===== src/rtl/router_pkg.sv =====
// Shared router constants and the header length decode used by every output FIFO.
package router_pkg;

    localparam int DATA_W       = 8;
    localparam int FIFO_DEPTH   = 16;
    localparam int HDR_LEN_MSB  = 7;
    localparam int HDR_LEN_LSB  = 2;
    localparam int HDR_ADDR_MSB = 1;
    localparam int HDR_ADDR_LSB = 0;
    localparam int MAX_PKT_LEN  = 63;

    // Remaining-byte counter width: payload length (max 63) plus the parity byte.
    localparam int REM_W = 7;

    // Bytes still to come after a header: payload length plus one parity byte.
    function automatic logic [REM_W-1:0] hdr_rem_len(input logic [DATA_W-1:0] hdr_byte);
        logic [REM_W-1:0] len;
        len = {1'b0, hdr_byte[HDR_LEN_MSB:HDR_LEN_LSB]};
        return len + REM_W'(1);
    endfunction

endpackage


===== src/rtl/router_fifo_mem.sv =====
// FIFO storage array: one write port and one registered, enabled read port.
module router_fifo_mem #(
    parameter int DATA_W = router_pkg::DATA_W,
    parameter int DEPTH  = router_pkg::FIFO_DEPTH,
    parameter int AW     = $clog2(DEPTH)
) (
    input  logic              clock,
    input  logic              wr_en_i,
    input  logic [AW-1:0]     wr_addr_i,
    input  logic [DATA_W:0]   wr_data_i,
    input  logic              rd_en_i,
    input  logic [AW-1:0]     rd_addr_i,
    output logic [DATA_W:0]   rd_data_o
);

    logic [DATA_W:0] mem_q [DEPTH];
    logic [DATA_W:0] rd_data_q;

    // Write port and registered read port; the read register holds its value when idle.
    // NOTE: the array and read register are deliberately left without reset -- stale
    // entries are never visible because the pointers are reset, and a resettable array
    // would stop it mapping onto RAM.
    always_ff @(posedge clock) begin
        if (wr_en_i) begin
            mem_q[wr_addr_i] <= wr_data_i;
        end
        if (rd_en_i) begin
            rd_data_q <= mem_q[rd_addr_i];
        end
    end

    assign rd_data_o = rd_data_q;

endmodule


===== src/rtl/router_fifo_buf.sv =====
// Per-output-port packet FIFO: stores header/payload/parity bytes from the register stage,
// delivers them with one cycle of latency and flags the parity byte of each packet.
module router_fifo_buf #(
    parameter int DATA_W = router_pkg::DATA_W,
    parameter int DEPTH  = router_pkg::FIFO_DEPTH,
    parameter int AW     = $clog2(DEPTH)
) (
    input  logic              clock,
    input  logic              reset,
    input  logic              soft_reset,
    input  logic              write_enb,
    input  logic              lfd_state,
    input  logic [DATA_W-1:0] data_in,
    input  logic              read_enb,
    output logic [DATA_W-1:0] data_out,
    output logic              dout_valid,
    output logic              pkt_end,
    output logic              full,
    output logic              empty,
    output logic              wr_drop
);

    import router_pkg::*;

    localparam logic [AW:0]      PTR_ONE  = (AW+1)'(1);
    localparam logic [AW:0]      PTR_FULL = (AW+1)'(DEPTH);
    localparam logic [REM_W-1:0] REM_ONE  = REM_W'(1);

    logic [AW:0]      wr_ptr_q, wr_ptr_d;
    logic [AW:0]      rd_ptr_q, rd_ptr_d;
    logic [REM_W-1:0] rem_cnt_q, rem_cnt_d;
    logic             dout_valid_q;
    logic             rd_seen_q;
    logic             wr_drop_q;
    logic             flush;
    logic             wr_accept;
    logic             rd_accept;
    logic [DATA_W:0]  rd_entry;

    // Extra pointer MSB distinguishes full from empty when the low bits match.
    assign full  = (wr_ptr_q - rd_ptr_q) == PTR_FULL;
    assign empty = (wr_ptr_q == rd_ptr_q);

    // Either reset source flushes the FIFO and blocks any same-cycle transfer.
    assign flush     = reset || soft_reset;
    assign wr_accept = write_enb && !full && !flush;
    assign rd_accept = read_enb && !empty && !flush;

    router_fifo_mem #(
        .DATA_W (DATA_W),
        .DEPTH  (DEPTH),
        .AW     (AW)
    ) u_mem (
        .clock     (clock),
        .wr_en_i   (wr_accept),
        .wr_addr_i (wr_ptr_q[AW-1:0]),
        .wr_data_i ({lfd_state, data_in}),
        .rd_en_i   (rd_accept),
        .rd_addr_i (rd_ptr_q[AW-1:0]),
        .rd_data_o (rd_entry)
    );

    // Pointer advance and packet length tracking; length is updated from the byte being
    // presented this cycle, so pkt_end below sees the count before that byte is consumed.
    // NOTE: every variable gets its hold value first so no path through this block can
    // leave one unassigned and infer a latch.
    always_comb begin
        wr_ptr_d  = wr_ptr_q;
        rd_ptr_d  = rd_ptr_q;
        rem_cnt_d = rem_cnt_q;
        if (wr_accept) begin
            wr_ptr_d = wr_ptr_q + PTR_ONE;
        end
        if (rd_accept) begin
            rd_ptr_d = rd_ptr_q + PTR_ONE;
        end
        if (dout_valid_q) begin
            if (rd_entry[DATA_W]) begin
                rem_cnt_d = hdr_rem_len(rd_entry[DATA_W-1:0]);
            end else if (rem_cnt_q != '0) begin
                rem_cnt_d = rem_cnt_q - REM_ONE;
            end
        end
    end

    // State registers with synchronous flush.
    // NOTE: non-blocking assignments here so every register samples pre-edge values,
    // independent of statement order.
    always_ff @(posedge clock) begin
        if (flush) begin
            wr_ptr_q     <= '0;
            rd_ptr_q     <= '0;
            rem_cnt_q    <= '0;
            dout_valid_q <= 1'b0;
            rd_seen_q    <= 1'b0;
            wr_drop_q    <= 1'b0;
        end else begin
            wr_ptr_q     <= wr_ptr_d;
            rd_ptr_q     <= rd_ptr_d;
            rem_cnt_q    <= rem_cnt_d;
            dout_valid_q <= rd_accept;
            rd_seen_q    <= rd_seen_q || rd_accept;
            wr_drop_q    <= write_enb && full;
        end
    end

    // data_out reads as zero until the first read after a flush, then holds the last byte.
    assign data_out   = rd_seen_q ? rd_entry[DATA_W-1:0] : '0;
    assign dout_valid = dout_valid_q;
    assign pkt_end    = dout_valid_q && !rd_entry[DATA_W] && (rem_cnt_q == REM_ONE);
    assign wr_drop    = wr_drop_q;

endmodule


===== config.mk =====
export PLATFORM = sky130hd
export DESIGN_NAME = router_fifo_buf
export DESIGN_NICKNAME = d
export VERILOG_FILES = /design/src/rtl/router_pkg.sv /design/src/rtl/router_fifo_mem.sv /design/src/rtl/router_fifo_buf.sv
export SDC_FILE = /design/constraint.sdc
export NUM_CORES = 1
export LEC_CHECK = 0
export CORE_MARGIN = 4
export CORE_UTILIZATION = 55
export DETAILED_ROUTE_END_ITERATION = 10
export PLACE_DENSITY = 0.79
export RECOVER_POWER = 50
export SLEW_MARGIN = 20
export SYNTH_ARGS = -nofsm -noshare
export SYNTH_HDL_FRONTEND = slang
export SYNTH_HIERARCHICAL = 1
export SYNTH_SLANG_ARGS = --single-unit
export TNS_END_PERCENT = 5

===== constraint.sdc =====
create_clock -name clock -period 3.1 [get_ports clock]
set_input_delay 0.31 -clock clock [delete_from_list [all_inputs] [get_ports clock]]
set_output_delay 0.31 -clock clock [all_outputs]
set_load 0.01 [all_outputs]

==> out/qor.yml <==
status: "completed"
setup_viol: 0
cts_sinks: 173
cts_tree: "built"
die_width_um: 122.3
relSlewSlack_pct: 8.341
rows: 41
async_reset_ff_share_pct: 0
final-max-slew-violation-count: 0
synth_top_family_by_area: "multiplexers"
insertion_delay_ns: 0.42
synth_compound_area_share_pct: 5.089
synth_mux_area_share_pct: 12.08
synth_nets: 441
hpwl_um: 8918
postCtsSetupRepairBufs: 0
ioPinCount: 27
fin_skew_ns: 0.008678
yosys-top-cells-count: "edfxtp_1, nor2_1, a22oi_1"
yosysWarnings: 6
synth_area_um2: 7179
yosysTopAreaCell: "edfxtp_1"
postSynthAreaPerCell_um2: 17.22
die_h_um: 122.3
h-tree-depth: 4
synthTopCellsByArea: "edfxtp_1, mux4_2, dfxtp_1, mux4_1, a22oi_1"
dp.cells: 623
worst_setup_path_end_kind: "output port"
drtIter0Drc: 437
drt_wl_total_um: 14060
synth_fa_ha_area_share_pct: 1.743
antenna_found_initial: 0
cp_max_fo: 12
first_global_vias: 3938
rsz0062_at_grt: "false"
cts_root_buf: "clkbuf_16"
layout.nets: 494
layout_min_cycle_time_ns: 2.875
critPathLaunchType: "flip-flop"
leakagePower_nw: 2.728
synth_top_cell_area_share_pct: 63.99
cts_buffer_depth: 2
synth-xor-area-share_pct: 1.220
synth_edf_count: 153
yosys.area_share.simple_pct: 7.860
hold_viol: 0
path_clk_slew_ns: 0.06
dieArea_um2: 14950
numPortBuffers: 26
drc: 0
cts_buffers: 17
routed-via-count: 3903
tightest_slew_ns: 1.375
cap_violations: 0
cp.arrival_ns: 2.56
ys_ff_latch: 173
n_antenna_cell: 0
yosysMostFrequentCell: "edfxtp_1"
max-vdd-ir-drop_mv: 0.4502
period_share_pct: 92.73
track_usage_pct: 20.57
powerDensity_nw_per_um2: 559.3
area_growth_pct: 14.80
grt_pass1_wl_um: 22380
gp_congestion: 0.8111
yosysUniqueCellTypes: 49
synth_cells: 417
first_pass_iters: 6
wl_per_cell_um: 21.50
start_util_pct: 56.43
hp-class: "reg -> reg"
grt_max_degree: 40
ys.flop_type: "edfxtp_1"
stdcell_count: 654
drive_gt1_share_pct: 17.01
ant_nets: 0
core_area_um2: 12720
path_class: "reg -> out"
tns_ns: 0
gr-total-overflow: 0
max_freq_mhz: 347.9
crit_required_ns: 2.79
vias_per_cell: 5.968
yosysSeqAreaShare_pct: 69.57
-- final cells by class --
cell class | instances | area (µm²)
Sequential cell | 173 | 4999
Fill cell | 894 | 4481
Multi-Input combinational cell | 219 | 2014
Timing Repair Buffer | 52 | 447.9
Clock buffer | 18 | 429.2
Tap cell | 172 | 215.2
Clock inverter | 13 | 110.1
Inverter | 7 | 26.28
-- stage by stage --
step	hold WS, ns	util (%)	total power [mW]	area (µm²)	worst slack (ns)
after floorplan	0.4089	-	2.659	7184	-0.07074
after global placement	0.5149	60.58	2.723	7707	0.3088
after detailed placement	0.5545	60.58	2.729	7707	0.1487
after CTS	0.5681	64.83	4.642	8248	0.01598
after global routing	0.5716	64.78	4.771	8242	0.01145
final	0.5408	64.78	4.609	8242	0.2253
-- placed cells by master (no fill, tap or decap), types with 6 or more instances in the layout --
cell type | synthesis | final
buf_4 | 1 | 23
inv_1 | 7 | 7
ha_1 | 10 | 10
xnor2_1 | 6 | 6
mux4_2 | 21 | 21
nor2_1 | 33 | 33
nand2_1 | 22 | 22
clkdlybuf4s50_1 | 0 | 6
a21oi_1 | 9 | 9
clkbuf_16 | 0 | 17
dlygate4sd3_1 | 0 | 19
o21ai_0 | 10 | 10
a22oi_1 | 23 | 23
mux4_1 | 15 | 15
and2_1 | 12 | 11
dfxtp_1 | 20 | 17
nor3_1 | 9 | 8
edfxtp_1 | 153 | 153
-- flip-flops by register name, indices dropped and copies added (netlist names) --
signal	cells
dout_valid	1
rd_ptr_q	5
rd_seen_q	1
rem_cnt_q	7
u_mem/mem_q	144
u_mem/rd_data_o	9
wr_drop	1
wr_ptr_q	5
-- cell families (layout without fill, tap and decap cells) --
| logic type | after synthesis | in the layout |
|---|---|---|
| adders and majority gates | 10 | 10 |
| and+or+nand+nor | 109 | 109 |
| DFF | 173 | 173 |
| AOI/OAI and AO/OA | 54 | 54 |
| buffers and inverters | 25 | 90 |
| muxes | 36 | 36 |
| xor gates and xnor gates | 10 | 10 |
-- final timing paths --
kind | from | end | slack, ns | cells past startpoint
worst max-delay path | rd_ptr_q[2] | full | 0.23 | 7
worst min-delay path | rem_cnt_q[6] | rem_cnt_q[6] | 0.54 | 2
worst max register to register | rd_ptr_q[2] | u_mem/mem_q[0][0] | 0.26 | 9
worst min register to register | rem_cnt_q[6] | rem_cnt_q[6] | 0.54 | 2
-- power breakdown --
part,leakage (nW),internal (mW),switching (mW)
registers,1.54,2.54,0.00534
clock network,0.255,1.04,0.895
logic,0.933,0.0523,0.0758
-- worst max-delay path: stages (launching register included) --
cell and delay [ns]:
dfxtp_2 0.38, inv_1 0.08, ha_1 0.36, o211ai_1 0.14
a2111oi_0 0.43, o22a_1 0.21, clkbuf_1 0.32, dlymetal6s2s_1 0.22
-- metal layers --
metal | global-route usage (%) | share of wire, % | up-vias
met5 | 0 | 0 | -
met4 | 7.138 | 1.9 | 0
met3 | 4.286 | 5.2 | 19
met2 | 32.53 | 50 | 131
met1 | 28.86 | 43 | 1988
li1 | - | - | 1765
-- timing repair --
item | in CTS | in global routing
resized for setup | 1 | 5
setup endpoints to repair | 1 | 61
hold buffers | 0 | 0
pin swaps | 0 | 2
Power figures use the tool's default switching activity.
